<file path="config.mk">
export PLATFORM = sky130hd
export DESIGN_NAME = vga_image_writer
export DESIGN_NICKNAME = d
export VERILOG_FILES = /design/src/rtl/vga_image_writer.sv
export SDC_FILE = /design/constraint.sdc
export NUM_CORES = 1
export LEC_CHECK = 0
export ABC_CLOCK_PERIOD_IN_PS = 6300
export CAP_MARGIN = 20
export CORE_MARGIN = 1
export CORE_UTILIZATION = 60
export DETAILED_ROUTE_END_ITERATION = 7
export PLACE_DENSITY = 0.9
export SYNTH_ARGS = -nofsm -noshare
export SYNTH_HDL_FRONTEND = slang
export SYNTH_SLANG_ARGS = --single-unit
</file>
<file path="constraint.sdc">
create_clock -name clk -period 6.3 [get_ports clk]
set_input_delay 1.89 -clock clk [delete_from_list [all_inputs] [get_ports clk]]
set_output_delay 1.89 -clock clk [all_outputs]
set_load 0.01 [all_outputs]
</file>
<file path="src/rtl/vga_image_writer.sv">
// Pixel-write engine feeding vga_image: single writes with auto-increment, linear fills and
// whole-frame clear. Define VGA_IMWR_RECT_EN to replace CLEAR (op 11) with a wrapping RECT fill.
module vga_image_writer #(
  parameter int unsigned PWIDTH     = 12,
  parameter int unsigned ADDR_WIDTH = 16
) (
  input  logic                  clk,
  input  logic                  reset,
  input  logic                  cmd_valid,
  output logic                  cmd_ready,
  input  logic [1:0]            cmd_op,
  input  logic [ADDR_WIDTH-1:0] cmd_addr,
  input  logic [PWIDTH-1:0]     cmd_data,
  input  logic [15:0]           cmd_len,
  output logic [ADDR_WIDTH-1:0] address,
  output logic                  image_we,
  output logic [PWIDTH-1:0]     image_data,
  output logic                  busy,
  output logic                  done
);

  localparam logic [1:0] OpSetAddr = 2'b00;
  localparam logic [1:0] OpWrite   = 2'b01;
  localparam logic [1:0] OpFill    = 2'b10;
  localparam logic [ADDR_WIDTH-1:0] AddrOne = 1;

  typedef enum logic [1:0] {StIdle, StFill, StClear, StRect} state_e;

  state_e                  state_q, state_d;
  logic [ADDR_WIDTH-1:0]   ptr_q, ptr_d;
  logic [ADDR_WIDTH-1:0]   address_q, address_d;
  logic [PWIDTH-1:0]       data_q, data_d;
  logic [PWIDTH-1:0]       image_data_q, image_data_d;
  logic [16:0]             rem_q, rem_d;
  logic                    pend_q, pend_d;
  logic                    pend_last_q, pend_last_d;
  logic                    pend_multi_q, pend_multi_d;
  logic                    image_we_q, image_we_d;
  logic                    busy_q, busy_d;
  logic                    done_q, done_d;
`ifdef VGA_IMWR_RECT_EN
  logic [8:0]              x0_q, x0_d;
  logic [8:0]              wm1_q, wm1_d;
  logic [8:0]              colrem_q, colrem_d;
  logic [6:0]              rowrem_q, rowrem_d;
`endif

  assign cmd_ready  = (state_q == StIdle);
  assign address    = address_q;
  assign image_we   = image_we_q;
  assign image_data = image_data_q;
  assign busy       = busy_q;
  assign done       = done_q;

  always_comb begin
    state_d      = state_q;
    ptr_d        = ptr_q;
    address_d    = address_q;
    data_d       = data_q;
    rem_d        = rem_q;
    pend_d       = 1'b0;
    pend_last_d  = pend_last_q;
    pend_multi_d = pend_multi_q;
`ifdef VGA_IMWR_RECT_EN
    x0_d         = x0_q;
    wm1_d        = wm1_q;
    colrem_d     = colrem_q;
    rowrem_d     = rowrem_q;
`endif
    // The address issued last cycle becomes this cycle's strobe (vga_image registers address).
    image_we_d   = pend_q;
    image_data_d = pend_q ? data_q : image_data_q;
    busy_d       = pend_q & pend_multi_q;
    done_d       = pend_q & pend_last_q;

    unique case (state_q)
      StIdle: begin
        if (cmd_valid) begin
          case (cmd_op)
            OpSetAddr: begin
              ptr_d  = cmd_addr;
              done_d = 1'b1;
            end
            OpWrite: begin
              address_d    = ptr_q;
              ptr_d        = ptr_q + AddrOne;
              data_d       = cmd_data;
              pend_d       = 1'b1;
              pend_last_d  = 1'b1;
              pend_multi_d = 1'b0;
            end
            OpFill: begin
              ptr_d = cmd_addr + ADDR_WIDTH'(cmd_len);
              if (cmd_len == 16'd0) begin
                done_d = 1'b1;
              end else begin
                address_d    = cmd_addr;
                data_d       = cmd_data;
                pend_d       = 1'b1;
                pend_multi_d = 1'b1;
                pend_last_d  = (cmd_len == 16'd1);
                rem_d        = {1'b0, cmd_len} - 17'd1;
                state_d      = StFill;
              end
            end
            default: begin
`ifdef VGA_IMWR_RECT_EN
              ptr_d        = cmd_addr;
              address_d    = cmd_addr;
              data_d       = cmd_data;
              pend_d       = 1'b1;
              pend_multi_d = 1'b1;
              x0_d         = cmd_addr[8:0];
              wm1_d        = cmd_len[8:0];
              colrem_d     = cmd_len[8:0];
              rowrem_d     = cmd_len[15:9];
              pend_last_d  = (cmd_len == 16'd0);
              state_d      = StRect;
`else
              ptr_d        = '0;
              address_d    = '0;
              data_d       = cmd_data;
              pend_d       = 1'b1;
              pend_multi_d = 1'b1;
              pend_last_d  = 1'b0;
              rem_d        = 17'h0FFFF;
              state_d      = StClear;
`endif
            end
          endcase
        end
      end
      StFill, StClear: begin
        if (rem_q != 17'd0) begin
          address_d   = address_q + AddrOne;
          pend_d      = 1'b1;
          rem_d       = rem_q - 17'd1;
          pend_last_d = (rem_q == 17'd1);
        end else begin
          state_d = StIdle;
        end
      end
`ifdef VGA_IMWR_RECT_EN
      StRect: begin
        // Column and row fields wrap independently within their own widths.
        if (colrem_q != 9'd0) begin
          address_d   = {address_q[15:9], address_q[8:0] + 9'd1};
          colrem_d    = colrem_q - 9'd1;
          pend_d      = 1'b1;
          pend_last_d = (colrem_q == 9'd1) && (rowrem_q == 7'd0);
        end else if (rowrem_q != 7'd0) begin
          address_d   = {address_q[15:9] + 7'd1, x0_q};
          colrem_d    = wm1_q;
          rowrem_d    = rowrem_q - 7'd1;
          pend_d      = 1'b1;
          pend_last_d = (wm1_q == 9'd0) && (rowrem_q == 7'd1);
        end else begin
          state_d = StIdle;
        end
      end
`endif
      default: state_d = StIdle;
    endcase
  end

  always_ff @(posedge clk) begin
    if (reset) begin
      state_q      <= StIdle;
      ptr_q        <= '0;
      address_q    <= '0;
      data_q       <= '0;
      image_data_q <= '0;
      rem_q        <= '0;
      pend_q       <= 1'b0;
      pend_last_q  <= 1'b0;
      pend_multi_q <= 1'b0;
      image_we_q   <= 1'b0;
      busy_q       <= 1'b0;
      done_q       <= 1'b0;
`ifdef VGA_IMWR_RECT_EN
      x0_q         <= '0;
      wm1_q        <= '0;
      colrem_q     <= '0;
      rowrem_q     <= '0;
`endif
    end else begin
      state_q      <= state_d;
      ptr_q        <= ptr_d;
      address_q    <= address_d;
      data_q       <= data_d;
      image_data_q <= image_data_d;
      rem_q        <= rem_d;
      pend_q       <= pend_d;
      pend_last_q  <= pend_last_d;
      pend_multi_q <= pend_multi_d;
      image_we_q   <= image_we_d;
      busy_q       <= busy_d;
      done_q       <= done_d;
`ifdef VGA_IMWR_RECT_EN
      x0_q         <= x0_d;
      wm1_q        <= wm1_d;
      colrem_q     <= colrem_d;
      rowrem_q     <= rowrem_d;
`endif
    end
  end

endmodule

</file>
== Word-level counts from Yosys, hierarchy flattened ==
Index checks and enable logic that the tools add are counted.

* Eq/ne operators: 13
* Multiplexer cells: 34
* Bitwise logic cells: 3
* Add/subtract/negate cells: 5
* Reductions and logical operators: 12

{| class="wikitable"
|+ Operators by type and width
! cell !! count
|-
| one-hot mux 16 bit (3 select lines) || 2
|-
| one-hot mux 17 bit (2 select lines) || 2
|-
| 2-to-1 mux 17 bit || 3
|-
| 2-to-1 mux 16 bit || 3
|-
| adder 16 x 1 -> 16 bit (second input constant) || 2
|-
| one-hot mux 16 bit (2 select lines) || 1
|-
| one-hot mux 12 bit (2 select lines) || 1
|-
| == test 17 x 1 -> 1 bit (second input constant) || 1
|-
| nonzero test 17 bit || 1
|-
| subtractor 16 x 1 -> 17 bit (second input constant) || 1
|-
| subtractor 17 x 1 -> 17 bit (second input constant) || 1
|-
| adder 16 bit || 1
|-
| == test 16 x 1 -> 1 bit (second input constant) || 1
|-
| zero test 16 bit || 1
|-
| 2-to-1 mux 12 bit || 1
|-
| inequality test 2 bit (second input constant) || 6
|-
| 2-to-1 mux 1 bit || 10
|-
| AND reduction 5 bit || 2
|-
| one-hot mux 1 bit (2 select lines) || 4
|-
| one-hot mux 2 bit (2 select lines) || 2
|-
| AND reduction 4 bit || 2
|-
| 2-to-1 mux 2 bit || 3
|-
| one-hot mux 1 bit (3 select lines) || 2
|-
| == test 2 x 1 -> 1 bit (second input constant) || 2
|-
| other kinds (8) || 12
|}

* Output and inout bits: 32
* Logic and storage cells: 79
* Register bits after elaboration: 81
* Input port bits: 49

== Logic depth before layout (Yosys ltp) ==
Gate-level depths: netlist of run 1.

* Word-level depth: 5
* Depth in mapped cells: 11
* Depth with buffers taken out: 10

== Least setup slack after synthesis of run 1 ==
No wires, ideal clock.

* Path kind: input to register
* Start point: in cmd_len[11]
* End point: reg state_q[0]
* Setup time: 0.065 ns
* Path slack: 2.469 ns
* Stages: 7
* Arrival: 3.766 ns
* Required time: 6.235 ns
* Buffers on the path: 0
* Path through: or4_4 > or3_4 > nor4b_4 > nand2_1 > nand3b_1 > mux2_1 > nor2_1

* Word-level cells in the longest chain between the ends: 3

{| class="wikitable"
|+ RTL lines
! what !! line !! text
|-
| start: declaration || 14 || <nowiki>input logic [15:0] cmd_len,</nowiki>
|-
| zero test 16 bit || 94 || <nowiki>if (cmd_len == 16'd0) begin</nowiki>
|-
| inequality test 3 bit (no line) || n/a ||
|-
| AND reduction 4 bit (no line) || n/a ||
|-
| end signal: assignment || 168 || <nowiki>state_q <= StIdle;</nowiki>
|-
| end signal: assignment || 187 || <nowiki>state_q <= state_d;</nowiki>
|-
| end: declaration || 29 || <nowiki>state_e state_q, state_d;</nowiki>
|}

No other way between the ends.
A chain may end at the register's enable or synchronous reset.

== Final worst setup path of run 1 ==
* Start point: in cmd_op[0]
* End point: reg rem_q[0]

* Word-level cells in the longest chain between the ends: 5
* Elaborated cells between the ends (all ways): 10
* Those cells by class: eq/ne: 4; mux: 3; reduce/logical: 3

{| class="wikitable"
|+ RTL lines
! what !! line !! text
|-
| start: declaration || 11 || <nowiki>input logic [1:0] cmd_op,</nowiki>
|-
| == test 2 x 1 -> 1 bit / zero test 2 bit (equally long branches) || 79 || <nowiki>case (cmd_op)</nowiki>
|-
| OR reduction 2 bit (no line) || n/a ||
|-
| one-hot mux 17 bit (2 select lines) || 79 ||
|-
| 2-to-1 mux 17 bit || 78 || <nowiki>if (cmd_valid) begin</nowiki>
|-
| one-hot mux 17 bit (2 select lines) || 76 || <nowiki>unique case (state_q)</nowiki>
|-
| end signal: assignment || 192 || <nowiki>rem_q <= rem_d;</nowiki>
|-
| end: declaration || 34 || <nowiki>logic [16:0] rem_q, rem_d;</nowiki>
|}

Parallel ways exist; a longest one is shown, timed or not. The select of a mux whose other input is x is not followed.

==> results of run 1 <==
[path summary, 6_finish.rpt]
path / to / cells past startpoint
hold / removal: rem_q[15]$_SDFFE_PP0P_ / 2
hold reg to reg: rem_q[15]$_SDFFE_PP0P_ / 2
setup / recovery: rem_q[0]$_SDFFE_PP0P_ / 8
setup reg to reg: rem_q[0]$_SDFFE_PP0P_ / 8
[cell usage in the layout (no fill, tap or decap), types with 6 or more instances in the layout]
cell type | synthesis | layout
dfxtp_1 | 81 | 81
nand2_1 | 80 | 80
nor2_1 | 79 | 79
clkdlybuf4s50_1 | 0 | 79
a21oi_1 | 54 | 54
o21ai_0 | 49 | 49
nand3_1 | 29 | 29
a22oi_1 | 28 | 28
ha_1 | 28 | 28
nor3_1 | 26 | 26
mux2i_1 | 24 | 24
xnor2_1 | 22 | 22
inv_1 | 18 | 18
o22ai_1 | 13 | 13
nand2b_1 | 12 | 12
xor2_1 | 11 | 11
nand4_1 | 11 | 11
a211oi_1 | 10 | 10
clkbuf_8 | 0 | 9
o32ai_1 | 7 | 7
buf_4 | 1 | 7
nor4_1 | 6 | 6
or3_1 | 6 | 6
o21a_1 | 6 | 6
and2_1 | 6 | 6
[metrics by stage]
stage / std cells / power [uW] / setup WS (ns) / cell area (um2) / hold slack (ns)
6_report: 894 / 1750 / 1.76 / 6550 / 0.482
5_1_grt: 894 / 1840 / 1.57 / 6550 / 0.508
4_1_cts: 894 / 1730 / 1.82 / 6550 / 0.482
3_5_place_dp: 878 / 1320 / 1.45 / 6340 / 0.468
3_3_place_gp: 878 / 1290 / 1.62 / 6340 / 0.440
2_1_floorplan: 722 / 1130 / 2.47 / 5540 / 0.426
[layout make-up]
| type | instances | area [um2] | share of cell area |
|---|---|---|---|
| well taps | 108 | 135 | 0.0206 |
| flip-flops and latches | 81 | 1620 | 0.248 |
| repair buffers | 87 | 848 | 0.130 |
| multi-input cells | 583 | 3670 | 0.560 |
| inverters | 19 | 71.3 | 0.0109 |
| clock inverters | 7 | 82.6 | 0.0126 |
| clock buffers | 9 | 124 | 0.0189 |
[worst max-delay path, stage by stage]
cell	delay, ns
clkdlybuf4s50_1	0.52
inv_1	0.08
ha_1	0.48
inv_1	0.25
o211ai_2	0.15
a21oi_2	0.82
a21oi_1	0.22
a211oi_1	0.38
[state kept, by name, summed over array words and instances (netlist names), 2 cells and up]
register / flops
address: 16
data_q: 12
image_data: 12
ptr_q: 16
rem_q: 17
state_q: 2
[routing by layer]
layer,routed length [um],share of wire,vias to the layer above,global-route usage
met1,6580,0.39,2727,0.423
li1,-,-,2776,-
met2,7850,0.47,373,0.565
met3,1530,0.091,78,0.0702
met5,0,0,-,0
met4,858,0.051,0,0.189
[cell families (layout without fill, tap and decap cells)]
group                    Yosys count  in the layout  share of synthesized area
AO/OA/AOI/OAI                    211            211                      0.247
XOR/XNOR                          33             33                     0.0522
adder cells (fa/ha/maj)           29             29                     0.0669
buffers and inverters             58            122                     0.0452
flip-flops                        81             81                      0.293
multiplexers                      25             25                     0.0454
AND/OR/NAND/NOR                  285            285                      0.251
[power groups by stage]
stage	Combinational (uW)	Sequential, uW	Clock, uW
after CTS	671	642	417
after floorplan	494	634	0
after global routing	748	653	439
final	689	645	418
after global placement	645	649	0
after detailed placement	662	653	0
==> results.md, run 1 <==
- Status: finished, violations left
- Failing checks: design-rule violations
- Most frequent cell after synthesis: dfxtp_1
- CP Launch Type: input port
- Core ar.: 8850 um2
- Top_reg_cell synth: dfxtp_1
- Hold Buf Count CTS: 0
- Root Buffer: clkbuf_8
- Final Max Tran Viols: 0
- GRT Util Overall: 0.345
- Crit. Startpoint: cmd_op[0]
- Die height: 98.1 um
- TritonCTS buffer count: 9
- Reg clk slew, reported paths: 0.11 ns
- DR WL/cell: 18.8 um
- Post-synth EDFFs: 0
- Clock latency on the worst-skew pair: 0.38 ns
- RSZ-0062 raised after global routing: false
- Post-CTS setup buffers: 0
- DRT Wirelength: 16800 um
- Combinational cell fraction of total power: 0.393
- Die footprint: 9620 um2
- Worst-Margin Slew: 1.07 ns
- Switching part of the total power: 0.412
- Max Cap Violations: 0
- Layout Nets: 859
- GR Overflow Total: 0
- Asr flop ratio synth: 0
- Vias/cell: 6.66
- Crit end category: flop
- Die W: 98.1 um
- # port buffers: 80
- Number of fillers in the final layout: 706
- Syn avg cell area: 7.67 um2
- Largest net degree at the start of global routing: 74
- Setup Viol. Count Final: 0
- HP Start: rem_q[15]$_SDFFE_PP0P_
- Post-cts resize count: 0
- CTS tree: done
- Row count: 34
- Final Util: 0.740
- Yosys warnings: 0
- Peak fanout along the critical path: 24
- Cell accounting for the most synthesized area: dfxtp_1
- Period minus WS final: 4.54 ns
- Largest cells by area after synthesis: dfxtp_1 (29%), ha_1 (6.3%), nand2_1 (5.4%), nor2_1 (5.4%), a21oi_1 (4.9%)
- Synth top area share: 0.293
- FF+latch count, synth: 81
- Final hold vios: 0
- Initial antenna violation count: 0
- Syn_nets: 800
- DRT antenna net count: 0
- DRC: 1
- Most frequent cells after synthesis: dfxtp_1 (81), nand2_1 (80), nor2_1 (79), a21oi_1 (54), o21ai_0 (49)
- Iteration count of the initial detailed-routing pass: 8
- Register area share after synthesis: 0.293
- Int Pwr: 1030 uW
- Synth Instances: 722
- P_sw: 722 uW
- Initial DRC Count: 546
- CTS H-tree depth: 3
- Layout area overhead: 18.3%
- Initial Util: 0.626
- Distinct cells, synth: 68
- R2r startpoint: state_q[0]$_SDFFE_PP0P_
- GP Congestion: 0.936
- Post-Syn Area: 5540 um2
- Via count of the first global-routing pass: 5498
- Seq pwr share: 0.368
- Setup TNS Final: 0 ns
- R2R Setup Slk: 3.09 ns
- Pwr Density: 267 nW/um2
- Max Fclk: 220 MHz
- Maximum vdd drop: 0.000134 V
- Worst slew margin: 0.289
- P_leak: 0.00231 uW
- First-pass GRT wire length: 26600 um
- Clk pwr share: 0.239
- Clock buffer depth: 2
- Antenna diode count: 0
- CTS sink cnt: 81
- Worst hold path type: reg -> reg
- Layout cells sized above 1: 0.0471
- CP Class: in -> reg
- Period utilisation layout: 0.721
- Critical Path RT: 6.57 ns
- DPL Wire Length: 11800 um
- Post-route clock skew: 0.0172 ns
- Arrival time worst endpoint: 4.81 ns
- I/O pin cnt: 81
- Via Count: 5954
No activity file was read; power rests on OpenSTA's default activity.
==> run 2, diff against run 1 <==
==> config.mk (replaced) <==
export PLATFORM = sky130hd
export DESIGN_NAME = vga_image_writer
export DESIGN_NICKNAME = d
export VERILOG_FILES = /design/src/rtl/vga_image_writer.sv
export SDC_FILE = /design/constraint.sdc
export NUM_CORES = 1
export LEC_CHECK = 0
export ABC_CLOCK_PERIOD_IN_PS = 4500
export CAP_MARGIN = 20
export CORE_MARGIN = 1
export CORE_UTILIZATION = 55
export DETAILED_ROUTE_END_ITERATION = 7
export PLACE_DENSITY = 0.84
export SYNTH_ARGS = -nofsm -noshare
export SYNTH_HDL_FRONTEND = slang
export SYNTH_SLANG_ARGS = --single-unit
==> constraint.sdc (replaced) <==
create_clock -name clk -period 4.5 [get_ports clk]
set_input_delay 1.35 -clock clk [delete_from_list [all_inputs] [get_ports clk]]
set_output_delay 1.35 -clock clk [all_outputs]
set_load 0.01 [all_outputs]
==> results.md, run 2 (same netlist as run 1, synthesis figures left out) <==
- Biggest register: rem_q
- DRT Wirelength: 16600 um (-1.0%)
- Commonest non-fill, non-tap cell in the layout: dfxtp_1
- Layout cells sized above 1: 0.0495 (+0.00242)
- Worst slew margin: 0.303 (+0.0139)
- Vias/cell: 6.39 (-4.0%)
- CTS H-tree depth: 3 (unchanged)
- Most frequent cells in the layout: dfxtp_1 (81), nand2_1 (80), nor2_1 (79), clkdlybuf4s50_1 (79), a21oi_1 (54)
- Die height: 102 um (+4.4%)
- Number of fillers in the final layout: 852 (+21%)
- DRC: 0 (-1)
- Antenna diode count: 0 (unchanged)
- Max Cap Violations: 0 (unchanged)
- Via count of the first global-routing pass: 5557 (+1.1%)
- Clock latency on the worst-skew pair: 0.36 ns (-0.02 ns)
- Placed cell count: 905 (+3.1%)
- # port buffers: 80 (unchanged)
- Largest net degree at the start of global routing: 49 (-34%)
- Setup WS pre-CTS: 0.269 ns (-1.18 ns)
- GR Overflow Total: 0 (unchanged)
- Period minus WS final: 3.97 ns
- CP Launch Type: input port
- Max reg flops: 17 (unchanged)
- Setup Viol. Count Final: 0 (unchanged)
- Root Buffer: clkbuf_8
- GRT Util Overall: 0.325 (-0.0198)
- Crit end category: flop
- TritonCTS buffer count: 9 (unchanged)
- Worst setup margin: 0.534 ns (-1.23 ns)
- Initial antenna violation count: 0 (unchanged)
- Iteration count of the initial detailed-routing pass: 7 (-1)
- RSZ-0062 raised after global routing: false
- Crit. Startpoint: cmd_len[0]
- Post-CTS setup buffers: 0 (unchanged)
- Post-route clock skew: 0.0119 ns (-0.00532 ns)
- DRT antenna net count: 0 (unchanged)
- Peak fanout along the critical path: 7 (-71%)
- DPL Wire Length: 12200 um (+3.4%)
- First-pass GRT wire length: 26500 um (-0.23%)
- HP Start: rem_q[15]$_SDFFE_PP0P_
- Status: complete, no violations
- Hold Buf Count CTS: 0 (unchanged)
- Final hold vios: 0 (unchanged)
- Post-cts resize count: 0 (unchanged)
- Layout Nets: 861 (+0.23%)
- I/O pin cnt: 81 (unchanged)
- Initial DRC Count: 496 (-9.2%)
- Max Fclk: 252 MHz
- Initial Util: 0.567 (-0.0593)
- Via Count: 5888 (-1.1%)
- Setup TNS Final: 0 ns (unchanged)
- Row count: 36 (+5.9%)
- Maximum vdd drop: 0.000207 V (+54%)
- Worst hold path type: reg -> reg
- Pwr Density: 364 nW/um2 (+36%)
- Die W: 102 um (+4.4%)
- Die footprint: 10500 um2 (+8.9%)
- CTS sink cnt: 81 (unchanged)
- Worst-Margin Slew: 1.05 ns (-0.0208 ns)
- P_leak: 0.00231 uW (+0.14%)
- R2r startpoint: state_q[1]$_SDFFE_PP0P_
- Period utilisation layout: 0.881
- Arrival time worst endpoint: 4.21 ns (-0.60 ns)
- Core ar.: 9770 um2 (+10%)
- CTS tree: done
- CP Class: in -> reg
- Critical Path RT: 4.75 ns (-1.82 ns)
- Layout area overhead: 18.7%
- Clock buffer depth: 2 (unchanged)
- Final Max Tran Viols: 0 (unchanged)
- DR WL/cell: 18.1 um (-3.9%)
- Reg clk slew, reported paths: 0.10 ns (about the same)
- Storage element area: 1620 um2 (unchanged)
- Final Instance Count excl. Fillers: 921 (+3.0%)
- Area of the multi-input gates: 3670 um2 (unchanged)
- GP Congestion: 0.961 (+2.7%)
run 2: cell types whose count changed in the layout (fill, tap and decap cells not counted), sizes merged:
cell      delta
buf          +2
clkinv       +2
bufinv       -1
clkinvlp     -1
run 2: per-layer routing:
metal / GRT usage / up-vias / wire (um)
met2: 0.537 / 302 / 7810
met3: 0.0575 / 59 / 1180
met4: 0.155 / 0 / 645
li1: - / 2773 / -
met1: 0.409 / 2754 / 7010
met5: 0 / - / 0
run 2: power by group:
part           internal (uW)  switching, uW
Clock                    211            312
Combinational            378            585
Sequential               803            101
Total                   1390            998
run 2: worst max-delay path, cell delays in order:
cell and delay [ns]:
clkdlybuf4s50_1 0.66, ha_1 0.27, inv_1 0.06, fa_1 0.40
nor2b_1 0.12, o21ai_0 0.13, o21ai_0 0.43, a21boi_0 0.26
a21boi_0 0.27, xnor2_1 0.15, o21ai_0 0.11
run 2: worst paths after layout:
check / to / slack (ns) / cells after the start
max: ptr_q[12]$_SDFFE_PP0P_ / 0.53 / 11
min: rem_q[15]$_SDFFE_PP0P_ / 0.47 / 2
max reg2reg: rem_q[13]$_SDFFE_PP0P_ / 1.45 / 9
min reg2reg: rem_q[15]$_SDFFE_PP0P_ / 0.47 / 2
run 2: area by class of cell:
class	count	share of cell area
sequential	81	0.247
multi-input combinational	583	0.558
inverter	19	0.0109
clock buffer	9	0.0188
timing repair buffer	89	0.131
tap	133	0.0253
clock inverter	7	0.00895
run 2: stage by stage:
step,hold slack [ns],total power (uW),utilization,cell area (um2)
global route,0.490,2530,0.672,6570
floorplan,0.426,1580,-,5540
finish,0.472,2390,0.672,6570
global placement,0.448,1820,0.654,6390
CTS,0.473,2370,0.672,6570
detailed placement,0.458,1850,0.654,6390
